## src/rtl/i2c_clk_init.sv

```systemverilog
// Power-on I2C master: selects the SFP channel on the PCA9548 mux, then writes
// NUM_WR register/value pairs from an external ROM into the Si5324.
module i2c_clk_init #(
  parameter int unsigned CLK_HZ    = 200000000,
  parameter int unsigned I2C_HZ    = 100000,
  parameter logic [6:0]  MUX_ADDR  = 7'h74,
  parameter logic [7:0]  MUX_CHAN  = 8'h10,
  parameter logic [6:0]  DEV_ADDR  = 7'h68,
  parameter int unsigned NUM_WR    = 43,
  parameter int unsigned MAX_RETRY = 3,
  localparam int unsigned AW = (NUM_WR > 1) ? $clog2(NUM_WR) : 1
) (
  input  logic          clk200,
  input  logic          rst_n,
  input  logic          start,
  output logic          scl_t,
  output logic          sda_t,
  input  logic          scl_i,
  input  logic          sda_i,
  output logic [AW-1:0] rom_addr,
  input  logic [15:0]   rom_data,
  output logic          busy,
  output logic          done,
  output logic          error
);

  localparam int unsigned QDIV = CLK_HZ / (4 * I2C_HZ);
  localparam int unsigned DW   = (QDIV > 1) ? $clog2(QDIV) : 1;
  localparam int unsigned TW   = $clog2(NUM_WR + 1);
  localparam int unsigned RW   = (MAX_RETRY > 0) ? $clog2(MAX_RETRY + 1) : 1;

  typedef enum logic [2:0] {
    S_IDLE, S_START, S_TXBYTE, S_STOP, S_GAP, S_NEXT, S_DONE, S_ERR
  } state_t;

  state_t        state_q, state_d;
  logic [DW-1:0] div_q;
  logic [1:0]    phase_q;
  logic [3:0]    bit_q;
  logic [1:0]    byte_q;
  logic [TW-1:0] txn_q;
  logic [RW-1:0] retry_q;
  logic          nack_q;
  logic [15:0]   rom_q;
  logic [7:0]    cur_byte;
  logic          active, stretch, tick, phase_end, last_byte;
  logic          scl_lvl, sda_lvl;

  assign active    = (state_q == S_START) || (state_q == S_TXBYTE) ||
                     (state_q == S_STOP)  || (state_q == S_GAP);
  // Slave holds SCL low after we released it: freeze divider and phase.
  assign stretch   = active && ((phase_q == 2'd1) || (phase_q == 2'd2)) && scl_t && !scl_i;
  assign tick      = active && !stretch && (div_q == DW'(QDIV - 1));
  assign phase_end = tick && (phase_q == 2'd3);
  assign last_byte = (txn_q == '0) ? (byte_q == 2'd1) : (byte_q == 2'd2);

  always_comb begin
    case (byte_q)
      2'd0:    cur_byte = (txn_q == '0) ? {MUX_ADDR, 1'b0} : {DEV_ADDR, 1'b0};
      2'd1:    cur_byte = (txn_q == '0) ? MUX_CHAN : rom_q[15:8];
      default: cur_byte = rom_q[7:0];
    endcase
  end

  always_ff @(posedge clk200 or negedge rst_n) begin
    if (!rst_n) state_q <= S_IDLE;
    else        state_q <= state_d;
  end

  always_comb begin
    state_d = state_q;
    case (state_q)
      S_IDLE:   if (start) state_d = S_START;
      S_START:  if (phase_end) state_d = S_TXBYTE;
      S_TXBYTE: if (phase_end && (bit_q == 4'd8) && (nack_q || last_byte)) state_d = S_STOP;
      S_STOP:   if (phase_end) state_d = S_GAP;
      S_GAP:    if (phase_end) state_d = S_NEXT;
      S_NEXT: begin
        if (nack_q)                    state_d = (retry_q < RW'(MAX_RETRY)) ? S_START : S_ERR;
        else if (txn_q == TW'(NUM_WR)) state_d = S_DONE;
        else                           state_d = S_START;
      end
      S_DONE:   state_d = S_DONE;
      S_ERR:    state_d = S_ERR;
      default:  state_d = S_IDLE;
    endcase
  end

  // Bus levels per phase; each phase step moves at most one line.
  always_comb begin
    scl_lvl = 1'b1;
    sda_lvl = 1'b1;
    case (state_q)
      S_START: begin
        scl_lvl = (phase_q != 2'd3);
        sda_lvl = (phase_q < 2'd2);
      end
      S_TXBYTE: begin
        scl_lvl = (phase_q == 2'd1) || (phase_q == 2'd2);
        sda_lvl = (bit_q == 4'd8) ? 1'b1 : cur_byte[3'(4'd7 - bit_q)];
      end
      S_STOP: begin
        scl_lvl = (phase_q != 2'd0);
        sda_lvl = (phase_q >= 2'd2);
      end
      default: ;
    endcase
  end

  always_ff @(posedge clk200 or negedge rst_n) begin
    if (!rst_n) begin
      div_q   <= '0;
      phase_q <= '0;
    end else if (!active) begin
      div_q   <= '0;
      phase_q <= '0;
    end else if (!stretch) begin
      div_q <= tick ? '0 : div_q + 1'b1;
      if (tick) phase_q <= phase_q + 1'b1;
    end
  end

  always_ff @(posedge clk200 or negedge rst_n) begin
    if (!rst_n) begin
      bit_q  <= '0;
      byte_q <= '0;
      nack_q <= 1'b0;
      rom_q  <= '0;
    end else begin
      if (state_q == S_START) begin
        bit_q  <= '0;
        byte_q <= '0;
        rom_q  <= rom_data;
      end else if ((state_q == S_TXBYTE) && phase_end) begin
        if (bit_q == 4'd8) begin
          bit_q  <= '0;
          byte_q <= byte_q + 1'b1;
        end else begin
          bit_q <= bit_q + 1'b1;
        end
      end
      if (state_q == S_NEXT)
        nack_q <= 1'b0;
      else if ((state_q == S_TXBYTE) && tick && (phase_q == 2'd2) && (bit_q == 4'd8) && sda_i)
        nack_q <= 1'b1;
    end
  end

  // Transaction sequencing and retry bookkeeping, all resolved in NEXT.
  always_ff @(posedge clk200 or negedge rst_n) begin
    if (!rst_n) begin
      txn_q    <= '0;
      retry_q  <= '0;
      rom_addr <= '0;
    end else if (state_q == S_NEXT) begin
      if (nack_q) begin
        if (retry_q < RW'(MAX_RETRY)) retry_q <= retry_q + 1'b1;
      end else begin
        retry_q <= '0;
        if (txn_q != TW'(NUM_WR)) begin
          txn_q    <= txn_q + 1'b1;
          rom_addr <= AW'(txn_q);
        end
      end
    end
  end

  always_ff @(posedge clk200 or negedge rst_n) begin
    if (!rst_n) begin
      scl_t <= 1'b1;
      sda_t <= 1'b1;
      busy  <= 1'b0;
      done  <= 1'b0;
      error <= 1'b0;
    end else begin
      scl_t <= scl_lvl;
      sda_t <= sda_lvl;
      busy  <= (state_d != S_IDLE) && (state_d != S_DONE) && (state_d != S_ERR);
      done  <= (state_d == S_DONE);
      error <= (state_d == S_ERR);
    end
  end

endmodule

```

## config.mk

```make
export PLATFORM = sky130hd
export DESIGN_NAME = i2c_clk_init
export DESIGN_NICKNAME = d
export VERILOG_FILES = /design/src/rtl/i2c_clk_init.sv
export SDC_FILE = /design/constraint.sdc
export NUM_CORES = 1
export LEC_CHECK = 0
export CORE_ASPECT_RATIO = 1.1
export CORE_UTILIZATION = 56
export CTS_CLUSTER_SIZE = 30
export DETAILED_ROUTE_END_ITERATION = 16
export PLACE_DENSITY_LB_ADDON = 0.25
export SLEW_MARGIN = 15
export SYNTH_ARGS = -nofsm -noshare
export SYNTH_HDL_FRONTEND = slang
export SYNTH_SLANG_ARGS = --single-unit
```

## constraint.sdc

```tcl
create_clock -name clk200 -period 2.8 [get_ports clk200]
set_clock_uncertainty 0.2 [all_clocks]
set_input_delay 0.56 -clock clk200 [delete_from_list [all_inputs] [get_ports clk200]]
set_output_delay 0.56 -clock clk200 [all_outputs]
set_load 0.1 [all_outputs]
```

==> results of run 1 <==
[per-stage QoR]
step                instances  total power, uW
global route              372             1760
finish                    372             1680
detailed placement        364             1150
CTS                       372             1700
floorplan                 281             1070
global placement          364             1140
[per-layer routing]
layer | part of all wire, % | global-route usage, %
met5 | 0 | 0
met1 | 46 | 27.7
met3 | 3.0 | 4.36
met4 | 1.5 | 7.06
met2 | 50 | 35.6
[path summary, 6_finish.rpt]
kind | to | startpoint | depth (start not counted) | slack, ps
max in group asynchronous | rom_q[8] | rst_n | 2 | 1780
setup / recovery | sda_t | byte_q[1] | 7 | 410
hold / removal | div_q[8] | rst_n | 2 | 150
setup reg to reg | sda_t | byte_q[1] | 7 | 410
hold reg to reg | rom_q[1] | rom_q[1] | 1 | 310
min in group clk200 | rom_q[1] | rom_q[1] | 1 | 310
[worst max-delay path, stage by stage, from the launching register on]
cell and delay, ps:
dfrtp_1 420, inv_1 90, ha_1 380, nor2_1 130, a2111oi_0 610, a221oi_1 200
o311ai_0 130, o21ai_0 160
[synthesized netlist by cell type (all sizes together) (3+ instances only)]
master	number
a21oi	12
a22oi	3
buf	5
clkbuf	7
dfrtp	54
ha	12
inv	12
mux2	22
mux2i	8
nand2	24
nand3	6
nand4	7
nor2	30
nor2b	4
nor3	4
nor3b	5
nor4	3
o21ai	12
or3	4
xnor2	10
xor2	3
[sequential cells by signal, summed over array words and instances, names as in the netlist]
signal    flops
retry_q       2
sda_t         1
error         1
div_q         9
scl_t         1
bit_q         4
state_q       3
phase_q       2
byte_q        2
rom_addr      6
done          1
txn_q         6
rom_q        16
nack_q        1
busy          1
[area by class of cell]
class	instances	area (sq um)	share of cell area, %
repair buffers	37	323	9.37
inverters	12	45.0	1.31
clock inverters	3	46.3	1.34
clock buffers	5	68.8	2.00
well taps	58	72.6	2.11
multi-input cells	201	1490	43.1
flip-flops and latches	56	1400	40.8
[where the power goes]
part / total, uW / switching, uW / internal (uW)
combinational: 199 / 95.4 / 104
clock: 544 / 274 / 270
sequential: 938 / 69.3 / 868
total: 1680 / 439 / 1240
[kinds of logic after synthesis]
logic type               synth area share [%]
buffers and inverters                    3.43
flip-flops                               46.9
multiplexers                             11.0
AND/OR/NAND/NOR                          19.9
adder cells (fa/ha/maj)                  5.02
XOR/XNOR                                 3.81
AO/OA/AOI/OAI                            10.0
==> load_flow_metrics.sql, run 1 <==
INSERT INTO impl_metrics (metric_group, metric, value, unit) VALUES
('cts', 'post_cts.resized_instances', '0', ''),
('timing', 'upper_clock_frequency_limit', '418', 'MHz'),
('worst_setup_path', 'arrival_time_reported_for_the_critical_path_endpoint', '2420', 'ps'),
('placed_design', 'post_detail_place_hpwl', '3770', 'um'),
('yosys', 'synth.yosys.seq_area_share', '46.9', '%'),
('cts', 'cts-buffers-inserted', '5', ''),
('floorplanning', 'floorplan.initialDensity', '59.0', '%'),
('worst_setup_path', 'critical_path_class', 'reg -> reg', ''),
('cts', 'tritoncts_num_sinks', '56', ''),
('status', 'result_of_the_run', 'complete, no violations', ''),
('drt', 'route.final.wire_length', '5300', 'um'),
('cells_and_area', 'mostFrequentLayoutCells', 'dfrtp_1, nor2_1, nand2_1', ''),
('cells_and_area', 'final_cell_area', '0.00344', 'sq mm'),
('cells_and_area', 'layout.cells.most_common', 'dfrtp_1', ''),
('cells_and_area', 'antennaDiodeCount', '0', ''),
('timing', 'setup_tns_final', '0', 'ps'),
('floorplanning', 'placement_rows', '27', ''),
('worst_setup_path', 'timing.critical_path.from_type', 'register', ''),
('cts', 'htreeDepth', '2', ''),
('timing', 'count_of_final_setup_violators', '0', ''),
('power', 'maximum_resistive_drop_on_vdd', '0.294', 'mV'),
('drt', 'drtIter0Drc', '87', ''),
('worst_setup_path', 'worstPathRequired', '2830', 'ps'),
('floorplanning', 'die_height', '78.7', 'um'),
('yosys', 'synth_cell_type_count', '58', ''),
('cts', 'clock_insertion_delay_worst_skew', '310', 'ps'),
('timing', 'final_period_minus_worst_setup_slack', '2390', 'ps'),
('global_routing', 'grt_first_pass_wirelength', '9390', 'um'),
('global_routing', 'grt_start_max_net_pins', '57', ''),
('yosys', 'mappedNetlistArea', '0.00299', 'sq mm'),
('cts', 'post_cts.repair.setup_buffers', '0', ''),
('cells_and_area', 'final_core_utilization', '68.0', '%'),
('yosys', 'synth-seq-cells', '56', ''),
('run', 'cap_violations', '0', ''),
('yosys', 'synth-edff-count', '0', ''),
('global_routing', 'overflow', '0', ''),
('power', 'static-leakage-power', '0.00146', 'uW'),
('cts', 'clkSlewWorstSetupHoldPaths', '100', 'ps'),
('yosys', 'ys_warn_count', '0', ''),
('yosys', 'synth_nets', '314', ''),
('worst_setup_path', 'critical_path.endpoint_type', 'register', ''),
('cts', 'hold_buffers', '0', ''),
('global_routing', 'grt_pass1_vias', '2111', ''),
('yosys', 'netlist.top_cell.by_area', 'dfrtp_1', ''),
('floorplanning', 'die-width', '71.7', 'um'),
('global_routing', 'grt_antenna_before_repair', '0', ''),
('placed_design', 'port-buffer-count', '31', ''),
('timing', 'final_critical_path_share_of_the_clock_period', '85.4', '%'),
('cells_and_area', 'finalNetCount', '346', ''),
('timing', 'worst_margin_pin_slew', '692', 'ps'),
('yosys', 'synth_async_sr_flop_share', '100', '%'),
('drt', 'detail_route.wl_per_cell', '14.2', 'um'),
('cells_and_area', 'layout-drive-gt1-share', '21.0', '%'),
('yosys', 'synth_top_cell_area_share', '45.2', '%'),
('timing', 'max-slew-margin-rel', '53.9', '%'),
('placed_design', 'finalWeightedCongestion', '0.792', ''),
('worst_hold_path', 'min-delay-path-class', 'in -> async', ''),
('drt', 'routed_via_density', '5.72', ''),
('yosys', 'synthTopCellsByArea', 'dfrtp_1, mux2_2, ha_1, nor2_1, xnor2_1', ''),
('timing', 'final.setup.worst_slack', '409', 'ps'),
('timing', 'timing_max_transition_violations_final', '0', ''),
('power', 'cellPowerDensity', '488', 'mW/mm^2'),
('cells_and_area', 'fillCellCount', '411', ''),
('placed_design', 'post_place_cell_area', '0.00333', 'sq mm'),
('floorplanning', 'ios', '32', ''),
('timing', 'finalHoldViolations', '0', ''),
('worst_setup_path', 'critical_path_peak_fanout', '12', ''),
('drt', 'ant_nets', '0', ''),
('yosys', 'avgSynthCellArea', '10.6', 'sq um'),
('floorplanning', 'design.core.area', '0.00507', 'sq mm'),
('timing', 'hold_ws', '150', 'ps'),
('cts', 'cts_tree', 'built', ''),
('global_routing', 'global_router_s_overall_resource_usage', '21.3', '%'),
('yosys', 'syn-instance-count', '281', ''),
('placed_design', 'pre_cts_ws', '347', 'ps'),
('cells_and_area', 'area_delta_synth_final', '15.1', '%'),
('floorplanning', 'design.die.area', '0.00564', 'sq mm'),
('cts', 'clock-root-buffer', 'clkbuf_8', ''),
('drt', 'post-route-drc-count', '0', ''),
('cts', 'cts-root-to-sink-buffers', '2', ''),
('timing', 'rsz_0062_raised_after_global_routing', 'false', ''),
('yosys', 'postSynth.topFlopCell', 'dfrtp_1', ''),
('drt', 'drtPass1Iterations', '4', ''),
('drt', 'vias_after_detailed_routing', '2129', '');
No activity file was read; power rests on OpenSTA's default activity.
==> run 2: changes to the inputs <==
PLACE_DENSITY = 0.76   (was not set)
PLACE_DENSITY_LB_ADDON = not set   (was 0.25)
SKIP_CTS_REPAIR_TIMING = 1   (was not set)
==> load_flow_metrics.sql, run 2 (synthesized netlist as in run 1, its figures left out) <==
INSERT INTO impl_metrics (metric_group, metric, value, unit) VALUES
('drt', 'vias_after_detailed_routing', '2152', ''),
('drt', 'ant_nets', '0', ''),
('status', 'result_of_the_run', 'complete, no violations', ''),
('floorplanning', 'design.die.area', '0.00564', 'sq mm'),
('power', 'seqPwrFrac', '59.7', '%'),
('worst_setup_path', 'critical_path.endpoint_type', 'register', ''),
('worst_setup_path', 'reg2reg_slack', '440', 'ps'),
('cells_and_area', 'combined_area_of_the_multi_input_logic_cells', '0.00149', 'sq mm'),
('cells_and_area', 'largest_register_ffs', '16', ''),
('cells_and_area', 'antennaDiodeCount', '0', ''),
('worst_setup_path', 'critPathBufInv', '1', ''),
('power', 'sw_frac_of_total', '26.7', '%'),
('floorplanning', 'placement_rows', '27', ''),
('floorplanning', 'ios', '32', ''),
('cells_and_area', 'mostFrequentLayoutCells', 'dfrtp_1, nor2_1, nand2_1', ''),
('global_routing', 'overflow', '0', ''),
('power', 'design_power_total', '1570', 'uW'),
('placed_design', 'finalWeightedCongestion', '0.825', ''),
('cts', 'cts-root-to-sink-buffers', '2', ''),
('timing', 'final_period_minus_worst_setup_slack', '2360', 'ps'),
('cts', 'clock-root-buffer', 'clkbuf_8', ''),
('drt', 'drtPass1Iterations', '4', ''),
('power', 'clock_power_share', '27.5', '%'),
('timing', 'setup_tns_final', '0', 'ps'),
('timing', 'count_of_final_setup_violators', '0', ''),
('cts', 'cts-buffers-inserted', '5', ''),
('power', 'cellInternalPower', '1150', 'uW'),
('timing', 'worst_margin_pin_slew', '572', 'ps'),
('cts', 'tritoncts_num_sinks', '56', ''),
('worst_setup_path', 'arrival_time_reported_for_the_critical_path_endpoint', '2380', 'ps'),
('timing', 'rsz_0062_raised_after_global_routing', 'false', ''),
('cells_and_area', 'max_flop_register', 'rom_q', ''),
('worst_setup_path', 'critical_path_class', 'reg -> reg', ''),
('floorplanning', 'design.core.area', '0.00507', 'sq mm'),
('global_routing', 'grt_start_max_net_pins', '27', ''),
('worst_setup_path', 'crit_path_top_delay_cell', 'a2111oi_0', ''),
('drt', 'routed_via_density', '5.74', ''),
('worst_setup_path', 'cp_top_family', 'compound AO/OA/AOI/OAI gates', ''),
('cells_and_area', 'largest_registers', 'rom_q x16, div_q x9', ''),
('timing', 'hold_ws', '308', 'ps'),
('placed_design', 'port-buffer-count', '31', ''),
('worst_setup_path', 'timing.critical_path.from_type', 'register', ''),
('cts', 'clkSlewWorstSetupHoldPaths', '90', 'ps'),
('run', 'cap_violations', '0', ''),
('cells_and_area', 'layout-drive-gt1-share', '21.1', '%'),
('floorplanning', 'die-width', '71.7', 'um'),
('timing', 'finalHoldViolations', '0', ''),
('placed_design', 'post_detail_place_hpwl', '3930', 'um'),
('drt', 'detail_route.wl_per_cell', '14.2', 'um'),
('timing', 'max-slew-margin-rel', '60.9', '%'),
('floorplanning', 'die_height', '78.7', 'um'),
('global_routing', 'grt_first_pass_wirelength', '9520', 'um'),
('power', 'cellPowerDensity', '456', 'mW/mm^2'),
('worst_setup_path', 'path_cells', 'inv_1, ha_1, nor3b_1, and3_1, a2111oi_0, a221oi_1, o311ai_0, o21ai_0', ''),
('cts', 'htreeDepth', '2', ''),
('cts', 'clock_insertion_delay_worst_skew', '310', 'ps'),
('global_routing', 'global_router_s_overall_resource_usage', '21.3', '%'),
('power', 'maximum_resistive_drop_on_vdd', '0.314', 'mV'),
('floorplanning', 'floorplan.initialDensity', '59.0', '%'),
('cells_and_area', 'area_delta_synth_final', '15.0', '%'),
('power', 'static-leakage-power', '0.00146', 'uW'),
('worst_setup_path', 'worstPathRequired', '2820', 'ps'),
('timing', 'upper_clock_frequency_limit', '424', 'MHz'),
('timing', 'final_critical_path_share_of_the_clock_period', '84.3', '%'),
('worst_setup_path', 'critical_path_peak_fanout', '4', ''),
('power', 'combinationalPowerShare', '12.8', '%'),
('drt', 'route.final.wire_length', '5320', 'um'),
('cells_and_area', 'finalNetCount', '349', ''),
('cts', 'cts_tree', 'built', ''),
('global_routing', 'grt_pass1_vias', '2086', ''),
('worst_hold_path', 'min-delay-path-class', 'reg -> reg', ''),
('cells_and_area', 'layout.cells.most_common', 'dfrtp_1', ''),
('power', 'switchingPower', '419', 'uW'),
('drt', 'post-route-drc-count', '0', ''),
('timing', 'timing_max_transition_violations_final', '0', ''),
('global_routing', 'grt_antenna_before_repair', '0', ''),
('drt', 'drtIter0Drc', '78', ''),
('cells_and_area', 'fillCellCount', '409', ''),
('worst_setup_path', 'cp_slowest_stage_delay', '560', 'ps'),
('cells_and_area', 'area.sequential', '0.00140', 'sq mm');
[run 2: cell types whose count changed in the layout (fill, tap and decap cells not counted)]
| cell | delta |
|---|---|
| buf_4 | +2 |
| bufinv_16 | -1 |
| clkbuf_1 | +1 |
| clkinv_2 | +1 |
| dlygate4sd3_1 | +1 |
| inv_6 | -1 |
[run 2: final timing paths]
check,startpoint,cells past startpoint,end
min in group asynchronous,rst_n,2,byte_q[0]
min reg2reg,rom_q[1],1,rom_q[1]
max in group asynchronous,rst_n,3,rom_q[2]
max reg2reg,txn_q[0],8,sda_t
min,rom_q[1],1,rom_q[1]
max,txn_q[0],8,sda_t
[run 2: final cells by class]
type,instances,share of cell area [%]
multi-input cells,201,43.2
flip-flops and latches,56,40.8
repair buffers,40,10.1
clock buffers,6,2.11
well taps,58,2.11
inverters,12,1.31
clock inverters,2,0.364
[run 2: stage by stage]
step	area [sq um]	util (%)	worst slack, ps	cells
after floorplan	2990	-	615	281
after global routing	3440	67.9	226	375
after global placement	3340	66.0	382	366
after detailed placement	3340	66.0	343	366
final	3440	67.9	441	375
after CTS	3430	67.7	464	374
[run 2: worst register-to-register path: cells and delay by family, from the launching register on]
| family | cells | cell delay, ps |
|---|---|---|
| AOI/OAI and AO/OA | 4 | 1020 |
| DFF | 1 | 410 |
| and+or+nand+nor | 2 | 370 |
| adders and majority gates | 1 | 200 |
| buffers and inverters | 1 | 90 |
[run 2: layer usage]
metal | track usage, % | wire, um
met5 | 0 | 0
met4 | 5.88 | 53
met3 | 3.47 | 176
met2 | 33.9 | 2450
met1 | 30.2 | 2640
[run 2: power groups by stage]
stage	combinational (uW)	clock (uW)	sequential (uW)
6_report	201	431	936
5_1_grt	225	480	945
4_1_cts	204	445	933
3_5_place_dp	203	0	949
3_3_place_gp	197	0	948
2_1_floorplan	141	0	934
==> run 3: changes to the inputs <==
CORE_UTILIZATION = 51   (was 56)
PLACE_DENSITY = 0.73   (was 0.76)
clock period = 1.95 ns   (was 2.8 ns; I/O delays follow)
==> load_flow_metrics.sql, run 3 (synthesized netlist as in run 1, its figures left out) <==
INSERT INTO impl_metrics (metric_group, metric, value, unit) VALUES
('status', 'result_of_the_run', 'complete, but fails checks', ''),
('status', 'failed_checks', 'setup timing', ''),
('worst_setup_path', 'reg2reg_slack', '-130', 'ps'),
('timing', 'final_critical_path_share_of_the_clock_period', '107', '%'),
('power', 'combinationalPowerShare', '17.7', '%'),
('power', 'switchingPower', '632', 'uW'),
('floorplanning', 'design.core.area', '0.00550', 'sq mm'),
('power', 'cellInternalPower', '1760', 'uW'),
('cells_and_area', 'max_flop_register', 'rom_q', ''),
('power', 'maximum_resistive_drop_on_vdd', '0.369', 'mV'),
('global_routing', 'groute.layer.met3.usage', '2.91', '%'),
('drt', 'ant_nets', '0', ''),
('cells_and_area', 'antennaDiodeCount', '0', ''),
('worst_setup_path', 'critical_path.endpoint_type', 'register', ''),
('worst_setup_path', 'worstPathRequired', '1960', 'ps'),
('cts', 'tritoncts_num_sinks', '56', ''),
('global_routing', 'global_router_s_overall_resource_usage', '22.7', '%'),
('global_routing', 'grt_pass1_vias', '2373', ''),
('worst_setup_path', 'arrival_time_reported_for_the_critical_path_endpoint', '2090', 'ps'),
('run', 'cap_violations', '0', ''),
('global_routing', 'global_route.peak_usage_layer', 'met2', ''),
('cts', 'clkSlewWorstSetupHoldPaths', '100', 'ps'),
('drt', 'detail_route.wl_per_cell', '15.1', 'um'),
('cells_and_area', 'fillCellCount', '359', ''),
('drt', 'drtIter0Drc', '120', ''),
('floorplanning', 'design.die.area', '0.00618', 'sq mm'),
('global_routing', 'grt_antenna_before_repair', '0', ''),
('drt', 'post-route-drc-count', '0', ''),
('worst_setup_path', 'critical_path_peak_fanout', '4', ''),
('cells_and_area', 'mostFrequentLayoutCells', 'buf_4, dfrtp_1, nor2_1', ''),
('cells_and_area', 'layout.cells.most_common', 'buf_4', ''),
('placed_design', 'post_place_cell_area', '0.00393', 'sq mm'),
('drt', 'routed_via_density', '5.35', ''),
('cells_and_area', 'layout-drive-gt1-share', '40.3', '%'),
('drt', 'drtPass1Iterations', '4', ''),
('power', 'seqPwrFrac', '54.5', '%'),
('placed_design', 'port-buffer-count', '31', ''),
('power', 'cellPowerDensity', '561', 'mW/mm^2'),
('placed_design', 'post_detail_place_hpwl', '4580', 'um'),
('worst_hold_path', 'min-delay-path-class', 'reg -> reg', ''),
('floorplanning', 'die_height', '82.3', 'um'),
('timing', 'final_period_minus_worst_setup_slack', '2080', 'ps'),
('power', 'static-leakage-power', '0.00183', 'uW'),
('timing', 'finalHoldViolations', '0', ''),
('worst_setup_path', 'critical_path_class', 'reg -> reg', ''),
('cts', 'cts_tree', 'built', ''),
('floorplanning', 'floorplan.initialDensity', '54.4', '%'),
('cts', 'htreeDepth', '2', ''),
('timing', 'final.setup.worst_slack', '-129', 'ps'),
('cells_and_area', 'finalNetCount', '404', ''),
('global_routing', 'grt_start_max_net_pins', '57', ''),
('timing', 'worst_margin_pin_slew', '370', 'ps'),
('cts', 'clock-root-buffer', 'clkbuf_8', ''),
('power', 'clock_power_share', '27.8', '%'),
('timing', 'upper_clock_frequency_limit', '481', 'MHz'),
('timing', 'rsz_0062_raised_after_global_routing', 'true', ''),
('timing', 'count_of_final_setup_violators', '16', ''),
('cells_and_area', 'area_delta_synth_final', '42.2', '%'),
('worst_setup_path', 'timing.critical_path.from_type', 'register', ''),
('global_routing', 'global_route.usage.met1', '29.1', '%'),
('floorplanning', 'ios', '32', ''),
('global_routing', 'overflow', '0', ''),
('floorplanning', 'placement_rows', '28', ''),
('global_routing', 'grt_first_pass_wirelength', '10700', 'um'),
('placed_design', 'finalWeightedCongestion', '0.869', ''),
('timing', 'timing_max_transition_violations_final', '0', ''),
('drt', 'route.final.wire_length', '6740', 'um'),
('cts', 'clock_insertion_delay_worst_skew', '310', 'ps'),
('cells_and_area', 'final_cell_area', '0.00425', 'sq mm'),
('cts', 'cts-buffers-inserted', '5', ''),
('global_routing', 'met2_usage', '39.4', '%'),
('power', 'sw_frac_of_total', '26.5', '%'),
('timing', 'setup_tns_final', '-813', 'ps'),
('cells_and_area', 'largest_register_ffs', '16', ''),
('cells_and_area', 'largest_registers', 'rom_q x16, div_q x9', ''),
('cts', 'cts-root-to-sink-buffers', '2', ''),
('floorplanning', 'die-width', '75.0', 'um'),
('timing', 'max-slew-margin-rel', '75.4', '%'),
('drt', 'vias_after_detailed_routing', '2390', '');
## run 3: cell count changes in the layout (fill, tap and decap cells not counted), moves of 4 or more
cell / change
buf_4: +36
buf_12: +13
buf_6: +6
a21oi_1: -4
a21oi_2: +4
ha_1: -4
inv_1: -4
inv_2: +4
## run 3: critical path, cell delays in order (launching register included)
cell	delay (ps)
dfrtp_1	410
inv_2	80
ha_4	190
nand3b_1	150
and4_4	280
nor2b_4	240
buf_4	150
nand3_1	100
a21oi_2	130
nor2_1	50
## run 3: path summary, 6_finish.rpt
path | startpoint | to | depth (start not counted)
hold reg to reg | rom_q[4] | rom_q[4] | 1
min in group asynchronous | rst_n | div_q[3] | 3
setup reg to reg | phase_q[0] | state_q[1] | 9
setup / recovery | phase_q[0] | state_q[1] | 9
max in group asynchronous | rst_n | scl_t | 3
hold / removal | rom_q[4] | rom_q[4] | 1
## run 3: layout make-up
type | instances | area [sq um] | area share [%]
well taps | 75 | 93.8 | 2.21
multi-input cells | 201 | 1670 | 39.3
repair buffers | 95 | 946 | 22.2
clock buffers | 8 | 90.1 | 2.12
inverters | 12 | 45.0 | 1.06
flip-flops and latches | 56 | 1410 | 33.1
## run 3: per-stage QoR
stage / power [uW] / std cells / worst slack, ps / util, % / hold slack (ps)
after global placement: 1720 / 432 / -234 / 71.5 / 215
after detailed placement: 1740 / 432 / -284 / 71.5 / 215
final: 2390 / 447 / -129 / 77.3 / 318
after floorplan: 1540 / 281 / -58.8 / - / -106
after CTS: 2400 / 440 / -181 / 73.1 / -125
after global routing: 2510 / 447 / -204 / 77.3 / 347
## run 3: layer usage
| metal | wire, um | share of wire [%] |
|---|---|---|
| met1 | 2920 | 43 |
| met2 | 3590 | 53 |
| met3 | 132 | 2.0 |
| met4 | 97 | 1.4 |
| met5 | 0 | 0 |
## run 3: power groups by stage
| stage | clock network [uW] | registers (uW) | logic, uW |
|---|---|---|---|
| 2_1_floorplan | 0 | 1340 | 202 |
| 3_3_place_gp | 0 | 1320 | 401 |
| 3_5_place_dp | 0 | 1330 | 418 |
| 4_1_cts | 674 | 1300 | 423 |
| 5_1_grt | 724 | 1310 | 473 |
| 6_report | 663 | 1300 | 423 |
